==> src/rtl/seq_chunk_adder_pkg.sv <==
// Shared types for the sequential chunked adder.
package seq_adder_pkg;
   typedef enum logic [1:0] {IDLE, RUN, DONE} sa_state_e;
endpackage

==> src/rtl/seq_chunk_adder_if.sv <==
// Request/result bundle of seq_chunk_adder; the sub signal exists only with SEQ_ADDER_SUBTRACT_EN.
interface seq_chunk_adder_if #(parameter int WIDTH = 8);
   logic             start;
   logic [WIDTH-1:0] a;
   logic [WIDTH-1:0] b;
   logic             cin;
`ifdef SEQ_ADDER_SUBTRACT_EN
   logic             sub;
`endif
   logic             busy;
   logic             done;
   logic [WIDTH-1:0] sum;
   logic             cout;
   logic             overflow;

   modport master (
`ifdef SEQ_ADDER_SUBTRACT_EN
      output sub,
`endif
      output start, a, b, cin,
      input  busy, done, sum, cout, overflow
   );

   modport slave (
`ifdef SEQ_ADDER_SUBTRACT_EN
      input  sub,
`endif
      input  start, a, b, cin,
      output busy, done, sum, cout, overflow
   );
endinterface

==> src/rtl/seq_chunk_adder_chunk.sv <==
// Combinational CHUNK-bit ripple adder; also exposes the carry into its top bit.
module chunk_adder #(
   parameter int CHUNK = 2
) (
   input  logic [CHUNK-1:0] a_i,
   input  logic [CHUNK-1:0] b_i,
   input  logic             cin_i,
   output logic [CHUNK-1:0] sum_o,
   output logic             cout_o,
   output logic             msb_cin_o
);
   logic [CHUNK:0] c;

   assign c[0] = cin_i;

   for (genvar i = 0; i < CHUNK; i++) begin : g_fa
      assign sum_o[i] = a_i[i] ^ b_i[i] ^ c[i];
      assign c[i+1]   = (a_i[i] & b_i[i]) | (c[i] & (a_i[i] ^ b_i[i]));
   end

   assign cout_o    = c[CHUNK];
   assign msb_cin_o = c[CHUNK-1];
endmodule

==> src/rtl/seq_chunk_adder.sv <==
// Multi-cycle adder: CHUNK bits per clock through a registered carry.
// Optional subtract path enabled by SEQ_ADDER_SUBTRACT_EN.
module seq_chunk_adder
   import seq_adder_pkg::*;
#(
   parameter int WIDTH = 8,
   parameter int CHUNK = 2
) (
   input  logic              clk,
   input  logic              rst,
   seq_chunk_adder_if.slave  bus_if
);
   localparam int NCHUNK = WIDTH / CHUNK;
   localparam int IDXW   = (NCHUNK > 1) ? $clog2(NCHUNK) : 1;

   if ((WIDTH % CHUNK) != 0) begin : g_bad_chunk
      $error("seq_chunk_adder: WIDTH must be a multiple of CHUNK");
   end
   if ($bits(bus_if.a) != WIDTH) begin : g_bad_if
      $error("seq_chunk_adder: interface WIDTH differs from adder WIDTH");
   end

   sa_state_e        state_q, state_d;
   logic [IDXW-1:0]  idx_q, idx_d;
   logic [WIDTH-1:0] a_q, a_d, b_q, b_d, sum_q, sum_d;
   logic             carry_q, carry_d, cout_q, cout_d, ovf_q, ovf_d;

   logic             accept, last;
   logic [CHUNK-1:0] ch_a, ch_b, ch_sum;
   logic             ch_cout, ch_msb_cin;

   assign accept = bus_if.start && (state_q != RUN);
   assign last   = (idx_q == IDXW'(NCHUNK - 1));
   assign ch_a   = a_q[int'(idx_q)*CHUNK +: CHUNK];
   assign ch_b   = b_q[int'(idx_q)*CHUNK +: CHUNK];

   chunk_adder #(.CHUNK(CHUNK)) u_chunk (
      .a_i       (ch_a),
      .b_i       (ch_b),
      .cin_i     (carry_q),
      .sum_o     (ch_sum),
      .cout_o    (ch_cout),
      .msb_cin_o (ch_msb_cin)
   );

   always_ff @(posedge clk) begin
      if (rst) state_q <= IDLE;
      else     state_q <= state_d;
   end

   always_comb begin
      state_d = state_q;
      unique case (state_q)
         IDLE:    if (accept) state_d = RUN;
         RUN:     if (last)   state_d = DONE;
         DONE:    state_d = bus_if.start ? RUN : IDLE;
         default: state_d = IDLE;
      endcase
   end

   always_comb begin
      bus_if.busy = (state_q == RUN);
      bus_if.done = (state_q == DONE);
   end

   always_comb begin
      idx_d   = idx_q;
      a_d     = a_q;
      b_d     = b_q;
      sum_d   = sum_q;
      carry_d = carry_q;
      cout_d  = cout_q;
      ovf_d   = ovf_q;
      if (accept) begin
         a_d     = bus_if.a;
         idx_d   = '0;
`ifdef SEQ_ADDER_SUBTRACT_EN
         // a - b as a + ~b + 1; cout then reads as "no borrow"
         b_d     = bus_if.sub ? ~bus_if.b : bus_if.b;
         carry_d = bus_if.sub | bus_if.cin;
`else
         b_d     = bus_if.b;
         carry_d = bus_if.cin;
`endif
      end else if (state_q == RUN) begin
         sum_d[int'(idx_q)*CHUNK +: CHUNK] = ch_sum;
         carry_d = ch_cout;
         idx_d   = last ? '0 : idx_q + 1'b1;
         if (last) begin
            cout_d = ch_cout;
            ovf_d  = ch_msb_cin ^ ch_cout;
         end
      end
   end

   always_ff @(posedge clk) begin
      if (rst) begin
         idx_q   <= '0;
         a_q     <= '0;
         b_q     <= '0;
         sum_q   <= '0;
         carry_q <= 1'b0;
         cout_q  <= 1'b0;
         ovf_q   <= 1'b0;
      end else begin
         idx_q   <= idx_d;
         a_q     <= a_d;
         b_q     <= b_d;
         sum_q   <= sum_d;
         carry_q <= carry_d;
         cout_q  <= cout_d;
         ovf_q   <= ovf_d;
      end
   end

   assign bus_if.sum      = sum_q;
   assign bus_if.cout     = cout_q;
   assign bus_if.overflow = ovf_q;
endmodule
==> src/flat_wrapper.sv <==
// flat-port wrapper written by rule: the top's interface ports become plain ports
module seq_chunk_adder_flat import seq_adder_pkg::*;
#(
   parameter int WIDTH = 8,
   parameter int CHUNK = 2
)
  (clk, rst, bus_if_start, bus_if_a, bus_if_b, bus_if_cin, bus_if_busy, bus_if_done, bus_if_sum, bus_if_cout, bus_if_overflow);
  seq_chunk_adder_if #(.WIDTH(WIDTH)) bus_if_i ();
  input  logic clk;
  input  logic rst;
  input wire logic [$bits(bus_if_i.start)-1:0] bus_if_start;
  input wire logic [$bits(bus_if_i.a)-1:0] bus_if_a;
  input wire logic [$bits(bus_if_i.b)-1:0] bus_if_b;
  input wire logic [$bits(bus_if_i.cin)-1:0] bus_if_cin;
  output wire logic [$bits(bus_if_i.busy)-1:0] bus_if_busy;
  output wire logic [$bits(bus_if_i.done)-1:0] bus_if_done;
  output wire logic [$bits(bus_if_i.sum)-1:0] bus_if_sum;
  output wire logic [$bits(bus_if_i.cout)-1:0] bus_if_cout;
  output wire logic [$bits(bus_if_i.overflow)-1:0] bus_if_overflow;
  assign bus_if_i.start = bus_if_start;
  assign bus_if_i.a = bus_if_a;
  assign bus_if_i.b = bus_if_b;
  assign bus_if_i.cin = bus_if_cin;
  assign bus_if_busy = bus_if_i.busy;
  assign bus_if_done = bus_if_i.done;
  assign bus_if_sum = bus_if_i.sum;
  assign bus_if_cout = bus_if_i.cout;
  assign bus_if_overflow = bus_if_i.overflow;
  seq_chunk_adder #(.WIDTH(WIDTH), .CHUNK(CHUNK)) u_core (.clk(clk), .rst(rst), .bus_if(bus_if_i));
endmodule
==> config.mk <==
export PLATFORM = sky130hd
export DESIGN_NAME = seq_chunk_adder_flat
export DESIGN_NICKNAME = d
export VERILOG_FILES = /design/src/rtl/seq_chunk_adder_pkg.sv /design/src/rtl/seq_chunk_adder_if.sv /design/src/rtl/seq_chunk_adder_chunk.sv /design/src/rtl/seq_chunk_adder.sv /design/src/flat_wrapper.sv
export SDC_FILE = /design/constraint.sdc
export NUM_CORES = 1
export LEC_CHECK = 0
export CAP_MARGIN = 20
export CORE_MARGIN = 8
export CORE_UTILIZATION = 55
export CTS_CLUSTER_DIAMETER = 120
export DETAILED_ROUTE_END_ITERATION = 8
export DONT_BUFFER_PORTS = 1
export PLACE_DENSITY = 0.7
export SYNTH_ARGS = -nofsm -noshare
export SYNTH_HDL_FRONTEND = slang
export SYNTH_SLANG_ARGS = --single-unit
export TNS_END_PERCENT = 30
==> constraint.sdc <==
create_clock -name clk -period 3.3 [get_ports clk]
set_input_delay 0 -clock clk [delete_from_list [all_inputs] [get_ports clk]]
set_output_delay 0 -clock clk [all_outputs]
set_load 0.05 [all_outputs]
---- Word-level counts from Yosys, hierarchy flattened ----
Cells that the tools add are included.
storage, ports and cells
  logic and storage cells ................. 47
  bits of input ports ..................... 20
  flip-flop bits (word level) ............. 31
operators by class
  reduce and logical (&&, ||, !) cells .... 7
  bitwise logic cells ..................... 12
  add/subtract/negate cells ............... 2
  mux-type cells .......................... 8
  equal/unequal tests ..................... 6
  shift operators ......................... 4
operators by type and width
  kind                                                  count
  negator 3 -> 33 bit                                   1
  variable shift 2 x 33 -> 8 bit, first input constant  1
  indexed part select 2 x 33 -> 8 bit                   1
  indexed part select 8 x 4 -> 2 bit                    2
  bitwise mux 8 bit                                     1
  2-to-1 mux 2 bit                                      3
  != test 2 x 1 -> 1 bit, second input constant         3
  case mux 2 bit (3 select lines)                       1
  XOR 1 bit                                             5
  AND 1 bit                                             4
  equality test 2 bit, second input constant            2
  AND reduction 2 bit                                   2
  2-to-1 mux 1 bit                                      3
  AND reduction 3 bit                                   1
  adder 2 x 1 -> 2 bit, second input constant           1
  equality test 2 x 1 -> 1 bit, second input constant   1
  zero test 2 bit                                       1
  OR 1 bit                                              2
  nonzero test 2 bit                                    1
  OR reduction 2 bit                                    1
  logical AND 1 bit                                     1
  inverter 1 bit                                        1

---- Longest topological paths before layout ----
Gate-level depths: netlist (run 1).
  word-level depth ........................ 8
  mapped depth ............................ 7
  depth with buffers taken out ............ 6

---- Modules after synthesis ----
From an unflattened synthesis (run 1), not the netlist that was laid out.
unflattened totals
  cell total of the unflattened synthesis .. 162
  area total of the unflattened synthesis .. 1473.9 sq um
modules (own cells, without submodules)
  module           times used  area each (sq um)  cells an instance  sequential area each (sq um)
  seq_chunk_adder  1           1433.9             160                620.6
  chunk_adder      1           40.0               2                  0.0

---- Least setup slack after synthesis (run 1) ----
OpenSTA, ideal clock, no wires.
  path type ............................... register to register
  start point ............................. register u_core.idx_q[0]
  end point ............................... register u_core.ovf_q (netlist: u_core.bus_if.overflow)
  buffers on the path ..................... 1
  data arrival time ....................... 2237 ps
  cell stages (with the launch flop) ...... 8
  period minus slack after synthesis ...... 2357 ps
  setup slack ............................. 943 ps
  cells stage by stage .................... dfxtp_1 buf_4 mux4_2 fa_1 fa_1 xor2_1 nor2_1 nor3_2
between the ends
  cells in the longest elaborated chain, start to end .. 7
  elaborated cells between the ends (all ways) .. 13
ends and longest elaborated chain
  what                                                   line                                          RTL
  from (decl)                                            seq_chunk_adder.sv:24                         logic [IDXW-1:0] idx_q, idx_d;
  from (signal assigned)                                 seq_chunk_adder.sv:106                        idx_q <= idx_d;
  indexed part select 8 x 4 -> 2 bit (on tied branches)  seq_chunk_adder.sv:34, seq_chunk_adder.sv:35
  XOR 1 bit                                              seq_chunk_adder_chunk.sv:18                   assign c[i+1] = (a_i[i] & b_i[i]) | (c[i] & (a_i[i] ^ b_i[i]));
  AND 1 bit                                              seq_chunk_adder_chunk.sv:18
  OR 1 bit                                               seq_chunk_adder_chunk.sv:18
  AND 1 bit                                              seq_chunk_adder_chunk.sv:18
  OR 1 bit (*)                                           seq_chunk_adder_chunk.sv:18
  named net u_core.ch_cout                               seq_chunk_adder.sv:30                         logic ch_cout, ch_msb_cin;
  XOR 1 bit (*)                                          seq_chunk_adder.sv:91                         ovf_d = ch_msb_cin ^ ch_cout;
  to (signal assigned)                                   seq_chunk_adder.sv:112                        ovf_q <= ovf_d;
  to (decl)                                              seq_chunk_adder.sv:26                         logic carry_q, carry_d, cout_q, cout_d, ovf_q, ovf_d;
The timed path passes the listed nets; every way through them passes the cells marked *.
A chain may end at the register's enable or synchronous reset.

---- Final worst setup path (run 1) ----
  start point ............................. register u_core.idx_q[0]
  end point ............................... register u_core.sum_q[5] (netlist: u_core.bus_if.sum[5])
between the ends
  cells in the longest elaborated chain, start to end .. 7
  elaborated cells between the ends (all ways) .. 13
ends and longest elaborated chain
  what                                                   line                                                      RTL
  indexed part select 8 x 4 -> 2 bit (on tied branches)  seq_chunk_adder.sv:34, seq_chunk_adder.sv:35
  XOR 1 bit                                              seq_chunk_adder_chunk.sv:17, seq_chunk_adder_chunk.sv:18
  AND 1 bit                                              seq_chunk_adder_chunk.sv:18
  OR 1 bit                                               seq_chunk_adder_chunk.sv:18
  XOR 1 bit                                              seq_chunk_adder_chunk.sv:17                               assign sum_o[i] = a_i[i] ^ b_i[i] ^ c[i];
  indexed part select 2 x 33 -> 8 bit                    seq_chunk_adder.sv:86                                     sum_d[int'(idx_q)*CHUNK +: CHUNK] = ch_sum;
  bitwise mux 8 bit (*)                                  seq_chunk_adder.sv:86
  to (signal assigned)                                   seq_chunk_adder.sv:109                                    sum_q <= sum_d;
  to (decl)                                              seq_chunk_adder.sv:25                                     logic [WIDTH-1:0] a_q, a_d, b_q, b_d, sum_q, sum_d;
Mark *: on every way between the ends. The rest lies on a longest branch, timed or not.

==> results of run 1 <==
==> layer usage <==
layer,vias up,GRT usage (%)
met5,-,0
met4,0,6.25
met3,8,5.23
met2,34,24.9
met1,534,13.7
li1,573,-
==> Yosys cell counts, types with 3 or more instances <==
library cell	n	area, µm²
ha_1	6	75.1
inv_1	6	22.5
clkbuf_1	3	11.3
nand3b_1	6	45.0
nor2_1	4	15.0
nand4_1	4	25.0
dfxtp_1	31	621
a21oi_1	7	35.0
nand2_1	8	30.0
nor3_2	3	30.0
nand2b_1	32	200
mux2i_1	18	180
mux4_2	4	90.1
nor3b_1	3	22.5
==> path summary, 6_finish.rpt <==
kind / startpoint / end / slack (ns)
hold reg to reg: u_core.b_q[5] / u_core.b_q[5] / 0.48
hold / removal: bus_if_b[0] / u_core.b_q[0] / 0.37
setup / recovery: u_core.idx_q[0] / u_core.bus_if.sum[5] / 0.30
setup reg to reg: u_core.idx_q[0] / u_core.bus_if.sum[5] / 0.30
==> cell usage in the layout (no fill, tap or decap), types with 3 or more instances in the layout <==
master,count
nand2b_1,32
dfxtp_1,30
dlygate4sd3_1,20
mux2i_1,18
nand2_1,8
a21oi_1,7
inv_1,6
nand3b_1,6
ha_1,6
clkbuf_4,5
mux4_2,4
nor2_1,4
nand4_1,4
nor3_2,3
nor3b_1,3
==> worst max-delay path, cell delays in order (launching register included) <==
cell           delay [ns]
dfxtp_2              0.52
mux4_2               0.57
fa_1                 0.46
fa_1                 0.56
nand4_1              0.10
a21oi_1              0.18
dlygate4sd3_1        0.56
==> final cells by class <==
| cell class | count | area [µm²] |
|---|---|---|
| Timing Repair Buffer | 21 | 220 |
| Inverter | 7 | 26.3 |
| Tap cell | 31 | 38.8 |
| Clock inverter | 1 | 5.00 |
| Multi-Input combinational cell | 110 | 905 |
| Fill cell | 214 | 920 |
| Clock buffer | 7 | 45.0 |
| Sequential cell | 31 | 622 |
==> sequential cells by signal, indices dropped and copies added, names as in the netlist <==
name                    count
u_core.a_q                  8
u_core.state_q              2
u_core.bus_if.overflow      1
u_core.b_q                  8
u_core.idx_q                2
u_core.bus_if.sum           8
u_core.carry_q              1
u_core.bus_if.cout          1
==> through the flow <==
step / setup WS [ns] / total power (µW) / std cells
floorplan: 0.943 / 512 / 157
global placement: 0.748 / 513 / 179
detailed placement: 0.595 / 518 / 179
CTS: 0.138 / 750 / 208
global route: 0.180 / 781 / 208
finish: 0.300 / 745 / 208
==> power groups by stage <==
stage	sequential (µW)	combinational [µW]	clock, µW
floorplan	415	96.5	0
global placement	422	90.6	0
detailed placement	423	94.8	0
CTS	414	122	214
global route	417	133	231
finish	414	122	209
==> cells by family (layout without fill, tap and decap cells) <==
group	count (synthesis)	after routing	synth area share (%)
simple gates	66	66	26.3
compound gates	13	13	5.26
mux	22	22	16.7
flops	31	31	38.4
buf+inv	16	36	5.72
fa+ha+maj	8	8	7.12
xor+xnor	1	1	0.541
==> repair_timing <==
item                                    CTS  global route
setup buffers                             0             0
endpoints found under the hold margin    31             0
endpoints found under the setup margin    0             1
resized for setup                         0             1
hold buffers                             21             0
==> impl_metrics.yaml, run 1 <==
outcome:
  status: "complete, no violations"
yosys:
  syn-cell-area_mm2: 0.00162
  synth.avg_cell_area_um2: 10.3
  syn-num-nets: 185
  ys_ff_latch: 31
  synth_flop_cell: "dfxtp_1"
  yosysWarnings: 0
  synth_edf_count: 0
  async_reset_ff_share_pct: 0
  syn-instance-count: 157
  synth_seq_area_share_pct: 38.4
  synth.distinct_cells: 30
routing:
  post_drt_wl_per_cell_um: 15.7
  drt-total-wl_mm: 3.27
  top_layer: "met4"
  dr_wl_met2_mm: 1.73
  ant_nets: 0
  post_drt_via_cell_ratio: 5.52
  drt_first_iter_violations: 46
  first_pass_iters: 4
  drc_errors: 0
  wl_met1_mm: 1.25
  vias: 1149
  dr_wl_met3_um: 210
sta:
  hold_viol_final: 0
  slew_viol_final: 0
  rsz0062_at_grt: "no"
  hold_slack_ns: 0.373
  worst_slew_pin_slew_ns: 0.732
  clock_skew_ns: 0.0139
  finalSetupViolCount: 0
  period_needed_ns: 3.00
  slew_headroom_pct: 51.1
  period_share_pct: 90.9
  tns_ns: 0
  timing.fmax_ghz: 0.333
finish:
  drive_gt1_share_pct: 10.2
  synthToLayoutAreaGrowth_pct: 15.1
  stdcell_area_mm2: 0.00186
  antenna_cells: 0
  nets: 204
  final_util_pct: 66.9
global_routing:
  antenna_found_initial: 0
  grt_pass1_wl_mm: 5.60
  grt_max_degree: 49
  grt.overflow.total: 0
  grt.total_usage_pct: 13.9
  grt_pass1_vias: 1214
placed_design:
  gp_congestion: 0.768
  port_buffers: 0
  placed_area_mm2: 0.00159
  place_hpwl_mm: 2.24
clocking:
  insertion_delay_ns: 0.33
  cts_sinks: 31
  path_clk_slew_ns: 0.10
  cts_root_buf: "clkbuf_4"
  htree_num_levels: 2
  cts_buffer_depth: 2
  cts_buffers: 5
  cts_tree: "yes"
power_and_ir_drop:
  share_comb_of_total_power_pct: 16.4
  p_clk_share_pct: 28.0
  powerDensity_mw_per_mm2: 400
  ir_worst_vdd_uv: 346
  sequentialPowerShare_pct: 55.6
  power.share.switching_pct: 27.6
  internal_power_uw: 539
  p_leak_uw: 0.000704
  switching_power_uw: 206
floorplan:
  dieArea_mm2: 0.00493
  num_rows: 19
  core_mm2: 0.00278
  pin_count: 32
  chipHeight_um: 70.2
  die_w_um: 70.2
  start_util_pct: 58.2
critical_path:
  worstPathArrival_ns: 3.28
  start_kind: "flip-flop"
  cp_max_fo: 13
  cp-end-kind: "flip-flop"
  worstSetupPathType: "reg -> reg"
  crit_required_ns: 3.58
  reg2regPathDepth: 6
job:
  maxCapViolations: 0
min_path:
  hold_class: "in -> reg"
  hold-path-cell-count: 3
No activity file was read; power rests on OpenSTA's default activity.
==> inputs of run 2 (changes only) <==
--- a/config.mk
+++ b/config.mk
@@ -12,6 +12,7 @@
 export DETAILED_ROUTE_END_ITERATION = 8
 export DONT_BUFFER_PORTS = 1
 export PLACE_DENSITY = 0.7
+export SETUP_SLACK_MARGIN = 0.4
 export SYNTH_ARGS = -nofsm -noshare
 export SYNTH_HDL_FRONTEND = slang
 export SYNTH_SLANG_ARGS = --single-unit
==> impl_metrics.yaml, run 2 (synthesis results as in run 1) <==
routing:
  drt_first_iter_violations: 41
  vias: 1139
  first_pass_iters: 5
  ant_nets: 0
  drc_errors: 0
  drt-total-wl_mm: 3.28
  post_drt_via_cell_ratio: 5.50
  wl_met1_mm: 1.29
  dr_wl_met2_mm: 1.71
  dr_wl_met3_um: 194
  post_drt_wl_per_cell_um: 15.8
  top_layer: "met4"
sta:
  rsz0062_at_grt: "no"
  period_needed_ns: 2.74
  period_share_pct: 83.0
  finalSetupViolCount: 0
  slew_headroom_pct: 50.5
  timing.fmax_ghz: 0.365
  slew_viol_final: 0
  worst_slew_pin_slew_ns: 0.741
  tns_ns: 0
  hold_viol_final: 0
  clock_skew_ns: 0.0151
clocking:
  postCtsSetupBuffers: 0
  cts-resized-gates: 0
  htree_num_levels: 2
  path_clk_slew_ns: 0.10
  cts_buffer_depth: 2
  cts_tree: "yes"
  insertion_delay_ns: 0.33
  cts_sinks: 31
  cts_buffers: 5
  cts_root_buf: "clkbuf_4"
power_and_ir_drop:
  switching_power_uw: 208
  powerDensity_mw_per_mm2: 403
  ir_worst_vdd_uv: 347
  share_comb_of_total_power_pct: 16.4
  p_leak_uw: 0.000697
  sequentialPowerShare_pct: 55.5
  power.share.switching_pct: 27.8
  internal_power_uw: 539
  p_clk_share_pct: 28.1
floorplan:
  dieArea_mm2: 0.00493
  pin_count: 32
  chipHeight_um: 70.2
  core_mm2: 0.00278
  start_util_pct: 58.2
  num_rows: 19
  die_w_um: 70.2
global_routing:
  grt.total_usage_pct: 13.8
  grt_pass1_vias: 1211
  grt.overflow.total: 0
  grt_pass1_wl_mm: 5.59
  grt_max_degree: 49
  antenna_found_initial: 0
critical_path:
  worstSetupPathType: "reg -> reg"
  worstPathArrival_ns: 2.98
  crit_top_cell: "fa_1"
  crit_start: "u_core.idx_q[0]"
  critical_path.max_stage_delay_ns: 0.68
  r2r-start: "u_core.idx_q[0]"
  start_kind: "flip-flop"
  crit_chain: "mux4_2, fa_1, fa_1, nand2_1, o31ai_1"
  crit_required_ns: 3.54
  cp_max_fo: 13
  crit_slowest_cell: "dfxtp_1"
  cp-end-kind: "flip-flop"
placed_design:
  place_hpwl_mm: 2.24
  port_buffers: 0
  placed_area_mm2: 0.00159
  gp_congestion: 0.768
finish:
  mostFrequentLayoutCell: "nand2b_1"
  synthToLayoutAreaGrowth_pct: 14.4
  drive_gt1_share_pct: 9.66
  antenna_cells: 0
  mostFrequentLayoutCells: "nand2b_1 (32), dfxtp_1 (31), dlygate4sd3_1 (19)"
  nets: 203
  stdcell_area_mm2: 0.00185
  final_util_pct: 66.5
  n_fill_cell: 214
min_path:
  hold_class: "in -> reg"
  min_from: "bus_if_b[0]"
job:
  maxCapViolations: 0
outcome:
  status: "complete, no violations"
==> run 2: changes by cell type in the layout (fill, tap and decap cells not counted), sizes merged <==
cell	delta
dlygate4sd3	-1
==> run 2: area by class of cell <==
class	instances	area [µm²]	area share, %
Clock inverter	1	5.00	0.270
Sequential cell	31	621	33.5
Tap cell	31	38.8	2.10
Clock buffer	7	45.0	2.43
Multi-Input combinational cell	110	905	48.9
Inverter	7	26.3	1.42
Timing Repair Buffer	20	210	11.4
==> run 2: power by group through the flow <==
stage / Combinational (µW) / Sequential (µW) / Clock, µW
final: 122 / 414 / 210
after global routing: 133 / 417 / 231
after CTS: 122 / 414 / 214
after detailed placement: 94.8 / 423 / 0
after global placement: 90.6 / 422 / 0
after floorplan: 96.5 / 415 / 0
==> run 2: per-stage QoR <==
stage | setup WS [ns] | instances | hold slack [ns] | total power [µW]
after floorplan | 0.943 | 157 | 0.153 | 512
after global placement | 0.748 | 179 | 0.0746 | 513
after detailed placement | 0.595 | 179 | 0.0759 | 518
after CTS | 0.583 | 207 | 0.363 | 750
after global routing | 0.416 | 207 | 0.363 | 781
final | 0.561 | 207 | 0.370 | 746
==> run 2: repair_timing <==
| action | in CTS | in global routing |
|---|---|---|
| endpoints found under the setup margin | 0 | 0 |
| hold buffers | 20 | 0 |
| endpoints found under the hold margin | 31 | 0 |
==> run 2: path summary, 6_finish.rpt <==
check	endpoint	slack, ns	depth (start not counted)
worst min-delay path	u_core.b_q[0]	0.37	3
worst max register to register	u_core.bus_if.sum[7]	0.56	5
worst max-delay path	u_core.bus_if.sum[7]	0.56	5
worst min register to register	u_core.b_q[5]	0.48	2
==> run 2: per-layer routing <==
layer / track usage [%] / vias to the layer above
li1: - / 570
met1: 13.6 / 532
met2: 24.9 / 29
met3: 5.23 / 8
met4: 6.25 / 0
met5: 0 / -
==> run 2: critical path: cells and delay by family, from the launching register on <==
kind                       cells  cell delay, ns
muxes                          1            0.60
AOI/OAI and AO/OA              1            0.24
adders and majority gates      2            1.02
DFF                            1            0.68
and+or+nand+nor                1            0.10
